--- src/rtl/signed_bcd_converter_if.sv ---
// Handshake and result bundle between an ALU-side requester and the signed BCD converter.
interface signed_bcd_converter_if #(
  parameter int unsigned WIDTH  = 8,
  parameter int unsigned DIGITS = 3
) ();
  logic                  start;
  logic [WIDTH-1:0]      din;
  logic                  busy;
  logic                  done;
  logic                  neg;
  logic [4*DIGITS-1:0]   bcd;

  modport master (
    output start,
    output din,
    input  busy,
    input  done,
    input  neg,
    input  bcd
  );

  modport slave (
    input  start,
    input  din,
    output busy,
    output done,
    output neg,
    output bcd
  );
endinterface

--- src/rtl/signed_bcd_converter.sv ---
// Two's-complement to sign-magnitude BCD converter using double dabble, one bit per clock.
// Results are held in neg/bcd until the next conversion completes.
module signed_bcd_converter #(
  parameter int unsigned WIDTH  = 8,
  parameter int unsigned DIGITS = 3
) (
  input  logic                    clk,
  input  logic                    reset,
  signed_bcd_converter_if.slave   bus
);

  localparam int unsigned CntW = $clog2(WIDTH + 1);

  typedef enum logic [1:0] {StIdle, StShift, StFinish} state_e;

  state_e                state_q, state_d;
  logic                  sign_q, sign_d;
  logic [WIDTH-1:0]      mag_q, mag_d;
  logic [4*DIGITS-1:0]   scratch_q, scratch_d;
  logic [4*DIGITS-1:0]   adjusted;
  logic [CntW-1:0]       count_q, count_d;
  logic                  done_q, done_d;
  logic                  neg_q, neg_d;
  logic [4*DIGITS-1:0]   bcd_q, bcd_d;

  always_comb begin
    state_d   = state_q;
    sign_d    = sign_q;
    mag_d     = mag_q;
    scratch_d = scratch_q;
    count_d   = count_q;
    done_d    = 1'b0;
    neg_d     = neg_q;
    bcd_d     = bcd_q;

    // Pre-shift correction: a digit >= 5 would exceed 9 once doubled.
    adjusted = scratch_q;
    for (int i = 0; i < int'(DIGITS); i++) begin
      if (scratch_q[4*i +: 4] >= 4'd5) begin
        adjusted[4*i +: 4] = scratch_q[4*i +: 4] + 4'd3;
      end
    end

    unique case (state_q)
      StIdle: begin
        if (bus.start) begin
          sign_d    = bus.din[WIDTH-1];
          // Most negative input wraps to itself, which reads as 2^(WIDTH-1) unsigned.
          mag_d     = bus.din[WIDTH-1] ? (~bus.din + WIDTH'(1)) : bus.din;
          scratch_d = '0;
          count_d   = '0;
          state_d   = StShift;
        end
      end
      StShift: begin
        {scratch_d, mag_d} = {adjusted, mag_q} << 1;
        count_d            = count_q + CntW'(1);
        if (count_q == CntW'(WIDTH - 1)) begin
          state_d = StFinish;
        end
      end
      StFinish: begin
        bcd_d   = scratch_q;
        neg_d   = sign_q;
        done_d  = 1'b1;
        state_d = StIdle;
      end
      default: state_d = StIdle;
    endcase
  end

  always_ff @(posedge clk) begin
    if (reset) begin
      state_q   <= StIdle;
      sign_q    <= 1'b0;
      mag_q     <= '0;
      scratch_q <= '0;
      count_q   <= '0;
      done_q    <= 1'b0;
      neg_q     <= 1'b0;
      bcd_q     <= '0;
    end else begin
      state_q   <= state_d;
      sign_q    <= sign_d;
      mag_q     <= mag_d;
      scratch_q <= scratch_d;
      count_q   <= count_d;
      done_q    <= done_d;
      neg_q     <= neg_d;
      bcd_q     <= bcd_d;
    end
  end

  assign bus.busy = (state_q != StIdle);
  assign bus.done = done_q;
  assign bus.neg  = neg_q;
  assign bus.bcd  = bcd_q;

endmodule

--- src/flat_wrapper.sv ---
// flat-port wrapper written by rule: the top's interface ports become plain ports
module signed_bcd_converter_flat 
#(
  parameter int unsigned WIDTH  = 8,
  parameter int unsigned DIGITS = 3
)
  (clk, reset, bus_start, bus_din, bus_busy, bus_done, bus_neg, bus_bcd);
  signed_bcd_converter_if #(.WIDTH(WIDTH), .DIGITS(DIGITS)) bus_i ();
  input  logic clk;
  input  logic reset;
  input wire logic [$bits(bus_i.start)-1:0] bus_start;
  input wire logic [$bits(bus_i.din)-1:0] bus_din;
  output wire logic [$bits(bus_i.busy)-1:0] bus_busy;
  output wire logic [$bits(bus_i.done)-1:0] bus_done;
  output wire logic [$bits(bus_i.neg)-1:0] bus_neg;
  output wire logic [$bits(bus_i.bcd)-1:0] bus_bcd;
  assign bus_i.start = bus_start;
  assign bus_i.din = bus_din;
  assign bus_busy = bus_i.busy;
  assign bus_done = bus_i.done;
  assign bus_neg = bus_i.neg;
  assign bus_bcd = bus_i.bcd;
  signed_bcd_converter #(.WIDTH(WIDTH), .DIGITS(DIGITS)) u_core (.clk(clk), .reset(reset), .bus(bus_i));
endmodule
--- config.mk ---
export PLATFORM = sky130hd
export DESIGN_NAME = signed_bcd_converter_flat
export DESIGN_NICKNAME = d
export VERILOG_FILES = /design/src/rtl/signed_bcd_converter_if.sv /design/src/rtl/signed_bcd_converter.sv /design/src/flat_wrapper.sv
export SDC_FILE = /design/constraint.sdc
export NUM_CORES = 1
export LEC_CHECK = 0
export CORE_MARGIN = 2
export CORE_UTILIZATION = 48
export DETAILED_ROUTE_END_ITERATION = 8
export MAX_ROUTING_LAYER = met4
export PLACE_DENSITY_LB_ADDON = 0.05
export SYNTH_ARGS = -nofsm -noshare
export SYNTH_HDL_FRONTEND = slang
export SYNTH_SLANG_ARGS = --single-unit
--- constraint.sdc ---
create_clock -name clk -period 1.25 [get_ports clk]
set_input_delay 0.3125 -clock clk [delete_from_list [all_inputs] [get_ports clk]]
set_output_delay 0.3125 -clock clk [all_outputs]
set_load 0.005 [all_outputs]
---- Word level (Yosys, flattened, before mapping) ----
Cells that the tools add are included.
word-level totals
  flip-flop bits (word level) ............. 41
  output and inout bits ................... 15
operators by class
  eq/ne operators ......................... 5
  add/subtract/negate cells ............... 5
  multiplexer cells ....................... 14
  reduce and logical (&&, ||, !) cells .... 6
  bitwise operators ....................... 1
  $lt $le $gt $ge ......................... 3
operators with widths
  kind                                                                                 number
  12-bit one-hot mux with 2 select lines                                               1
  8-bit 2-to-1 mux                                                                     2
  8-bit one-hot mux with 2 select lines                                                1
  4-bit by 3-bit greater-or-equal comparator with 1-bit output, second input constant  3
  12-bit 2-to-1 mux                                                                    1
  4-bit 2-to-1 mux                                                                     3
  4-bit by 2-bit adder with 4-bit output, second input constant                        2
  8-bit by 1-bit adder with 8-bit output, second input constant                        1
  8-bit inverter                                                                       1
  4-bit one-hot mux with 2 select lines                                                1
  2-bit AND reduction                                                                  3
  4-bit by 1-bit adder with 4-bit output, second input constant                        1
  4-bit by 3-bit equality test with 1-bit output, second input constant                1
  2-bit 2-to-1 mux                                                                     2
  2-bit one-hot mux with 2 select lines                                                1
  2-bit nonzero test                                                                   2
  3-bit by 2-bit adder with 3-bit output, second input constant                        1
  3-bit 2-to-1 mux                                                                     1
  2-bit by 1-bit equality test with 1-bit output, second input constant                1
  2-bit equality test, second input constant                                           1
  2-bit logical NOT                                                                    1
  2-bit by 1-bit != test with 1-bit output, second input constant                      1
  2-bit != test, second input constant                                                 1
  1-bit 2-to-1 mux                                                                     1

---- Depth between registers and ports, before layout ----
  depth after elaboration ................. 5
  gate-level depth with buffers ........... 6
  depth with buffers taken out ............ 6

---- Worst setup path before layout ----
Ideal clock, no wire load.
  path kind ............................... register to register
  start point ............................. register u_core.scratch_q[5]
  end point ............................... register u_core.scratch_q[6]
  arrival ................................. 1,237 ps
  library setup time ...................... 117 ps
  clock period less this slack ............ 1,354 ps
  cell stages (with the launch flop) ...... 7
  required time ........................... 1,133 ps
  setup slack ............................. -104 ps
  cells stage by stage .................... dfxtp_1 inv_1 ha_1 nand2b_1 a21oi_1 mux2i_1 a22o_1
on the way
  longest elaborated chain between the ends .. 3
  elaborated cells between the ends (all ways) .. 4
RTL lines
  item                                                                                                                           RTL line                                                text
  from (decl)                                                                                                                    signed_bcd_converter.sv:19                              logic [4*DIGITS-1:0] scratch_q, scratch_d;
  from (signal assigned)                                                                                                         signed_bcd_converter.sv:86                              scratch_q <= scratch_d;
  4-bit by 2-bit adder with 4-bit output / 4-bit by 3-bit greater-or-equal comparator with 1-bit output (equally long branches)  signed_bcd_converter.sv:40, signed_bcd_converter.sv:39
  4-bit 2-to-1 mux (*)                                                                                                           signed_bcd_converter.sv:39                              if (scratch_q[4*i +: 4] >= 4'd5) begin
  12-bit one-hot mux with 2 select lines (*)                                                                                     signed_bcd_converter.sv:44                              unique case (state_q)
Mark *: on every way between the ends. The rest lies on a longest branch, timed or not.
A chain may end at the register's enable or synchronous reset.

---- Worst setup path after layout ----
Ends and elaborated chain as after synthesis.

==> parameters.txt <==
Parameter                              Value

Global routing
  First-pass GRT wire length    7590 µm
  Total global routing overflow    0
  Number of antenna violations at the first check in global routing    0
  Pin count of the biggest net entering global routing    15
  Vias in the first global route    1690
  GRT Resource Usage Total    0.237

Synthesis
  Post-synthesis async set-or-reset flop share    0
  Net count of the mapped netlist    between 200 and 250
  Number of synthesized flops with an enable pin    0
  Count of warnings emitted by yosys    0
  Leading cell type by number of instances after synthesis    dfxtp_1
  Count of different cell masters after synthesis    40
  Post-Synthesis Cell Area    around 1800 µm²
  Primary flip-flop cell chosen by synthesis mapping    dfxtp_1
  Cell types occupying the most area after synthesis    dfxtp_1 45%, nand2_1 6.2%, ha_1 5.5%
  Syn Inst Count    202
  Most common library cells after synthesis    41 x dfxtp_1, 30 x nand2_1, 19 x a21oi_1, 9 x inv_1
  Sequential cell area fraction in the yosys report    0.451
  Syn Area/Cell    9.00 µm²
  Top cell type by total area after synthesis    dfxtp_1
  Number of register bits inferred by synthesis    41
  Top-area cell type share of the netlist area    0.451

Timing
  Post-route setup slack    -0.0653 ns
  Maximum achievable frequency    ~760 MHz
  Layout Skew    between 0.005 and 0.006 ns
  Normalized max-slew margin    0.706
  Slew Viols, Final    0
  Final critical delay including setup and external delays    about 1.3 ns
  Post-route setup TNS    -0.318 ns
  Final setup fails    9
  Hold Fails Final Rpt    0
  Setup repair after global routing missed its margin    yes
  Tightest Pin Transition    approximately 0.44 ns
  Share of the clock period used by the worst path    1.05

Setup path
  Critical path required time    1.49 ns
  Start of the worst register-to-register path    u_core.scratch_q[5]$_SDFFE_PP0P_
  Kind of end point of the critical path    flop
  Category of the critical setup timing path    reg -> reg
  Largest fanout of any net on the critical path    3
  Category of the worst setup path launch point    flop
  Number of cells on the worst reg-to-reg path    6
  Reg2reg setup slack    -0.07 ns
  Reg2Reg Capture Point    u_core.scratch_q[6]$_SDFFE_PP0P_
  Arrival time of data at the critical path endpoint    between 1.5 and 2 ns

Power and ir drop
  Max rail drop VDD    622 µV
  Power per Cell Area    approximately 960 nW/µm²
  Leak    between 1 and 1.5 nW
  Overall power of the completed layout    around 0.0027 W

Drt
  Iteration count of the initial detailed-routing pass    4
  Initial drt markers    around 100
  Drc violations    0
  Wirelength per Cell    14.3 µm
  Detailed Route WL    about 4700 µm
  Number of vias per cell    approximately 5.4
  Via count of the routed design    approximately 1800
  Antenna-violating nets left    0

Layout
  Share of layout cells above drive strength 1    0.426
  Final layout net count    approximately 300
  # diodes    0
  Final instance area    between 2000 and 3000 µm²
  Area delta synth->final    55.6%

Hold path
  Critical hold path startpoint    bus_din[0]
  Endpoint of the worst hold path    u_core.mag_q[0]$_SDFFE_PP0P_
  Depth of the worst hold-timing path    4
  Min-delay worst type    in -> reg

Clock tree
  Root Buffer    clkbuf_8
  Clock tree from TritonCTS    built
  CTS sink cnt    between 40 and 50
  Post-CTS Hold Buffers    0
  Number of H-tree levels    2
  Maximum clock insertion buffer count    2
  Clock latency reported for the late side of the worst-skew pair    approximately 0.29 ns
  Reg clk slew, reported paths    roughly 0.080 ns
  Number of CTS-inserted buffers    5

Status
  Outcome    finished with violations
  Violated checks    setup timing

Placed design
  Number of port buffers    25
  DP Area    2440 µm²
  DPL Wire Length    between 3000 and 4000 µm
  Gpl congestion    roughly 0.75

Job
  Maximum capacitance violations    0

Floorplanning
  Die extent in x    between 60 and 70 µm
  Starting utilization of the core area    0.497
  Die extent in y    roughly 66 µm
  Cell row count    22
  Top-level I/O count    26
  Core ar.    between 3000 and 4000 µm²
  Die outline area    around 4300 µm²
==> final cells by class <==
| class | count | area [µm²] |
|---|---|---|
| Fill cell | 240 | 832 |
| Clock inverter | 2 | 35.0 |
| Timing Repair Buffer | 78 | 622 |
| Tap cell | 48 | 60.1 |
| Clock buffer | 5 | 68.8 |
| Multi-Input combinational cell | 142 | 1160 |
| Sequential cell | 41 | 846 |
| Inverter | 9 | 41.3 |
==> critical path, cell delays in order, from the launching register on <==
cell	delay, ns
dfxtp_2	0.36
inv_4	0.05
ha_4	0.15
nand2b_4	0.14
a21oi_4	0.20
mux2i_1	0.23
a22o_1	0.14
==> metal layers <==
metal,track usage,share of wire,vias up
met5,-,0,-
met4,0.104,0.021,0
met3,0.0497,0.048,9
met2,0.394,0.49,53
met1,0.277,0.44,842
li1,-,-,859
==> cell families after synthesis <==
family | after synthesis | share of synthesized area
DFF | 41 | 0.451
and+or+nand+nor | 61 | 0.165
buffers and inverters | 19 | 0.0440
muxes | 6 | 0.0337
adders and majority gates | 8 | 0.0551
AOI/OAI and AO/OA | 58 | 0.208
xor gates and xnor gates | 9 | 0.0434
==> timing repair <==
item	CTS	global route
pin swaps	18	9
endpoints found under the hold margin	0	0
endpoints found under the setup margin	45	36
gates cloned	0	1
resized for setup	71	38
setup buffers	3	3
==> state kept, by name, indices dropped and copies added, names as in the netlist <==
| name | cells |
|---|---|
| u_core.bus.neg | 1 |
| u_core.sign_q | 1 |
| u_core.mag_q | 8 |
| u_core.state_q | 2 |
| u_core.count_q | 4 |
| u_core.bus.bcd | 12 |
| u_core.bus.done | 1 |
| u_core.scratch_q | 12 |
==> worst max path at each step <==
stage,from,to,depth (start not counted)
CTS,u_core.state_q[0]$_SDFFE_PP0P_,bus_busy,2
finish,u_core.scratch_q[5]$_SDFFE_PP0P_,u_core.scratch_q[6]$_SDFFE_PP0P_,6
detailed placement,bus_din[0],u_core.mag_q[5]$_SDFFE_PP0P_,5
floorplan,bus_din[0],u_core.mag_q[5]$_SDFFE_PP0P_,4
global placement,bus_din[0],u_core.mag_q[5]$_SDFFE_PP0P_,5
global route,u_core.state_q[0]$_SDFFE_PP0P_,u_core.count_q[3]$_SDFFE_PP0P_,5
==> cells in the final DEF (no fill, tap or decap), types with 3 or more instances in the layout <==
master and instances:
o31ai_1 4, dfxtp_1 25, inv_1 3, a22o_1 4, dfxtp_2 14, xor2_1 3
a21oi_4 3, a32o_1 3, clkbuf_2 4, buf_6 4, o22ai_1 8, inv_4 3
o21ai_1 4, mux2i_1 5, nor2b_4 4, nand2_1 30, inv_2 3, a21oi_2 3
clkbuf_8 5, a22oi_1 7, ha_4 6, a21oi_1 13, nor2_1 8, xnor2_1 5
buf_4 49, dlygate4sd2_1 19, nand2b_4 6
==> power breakdown <==
part	switching [W]	leakage, nW	internal (W)	total, W
clock	0.000440	0.0540	0.000580	0.00102
combinational	0.000167	0.798	0.000186	0.000353
sequential	0.0000179	0.340	0.00133	0.00135
==> through the flow <==
| stage | setup WS (ns) | utilization | hold WS (ns) | std cells |
|---|---|---|---|---|
| after floorplan | -0.0628 | - | 0.427 | 202 |
| after global placement | -0.548 | 0.666 | 0.439 | 311 |
| after detailed placement | -0.573 | 0.666 | 0.444 | 311 |
| after CTS | -0.158 | 0.734 | 0.456 | 321 |
| after global routing | -0.108 | 0.773 | 0.442 | 325 |
| final | -0.0653 | 0.773 | 0.403 | 325 |
(Power assumes the default switching activity.)
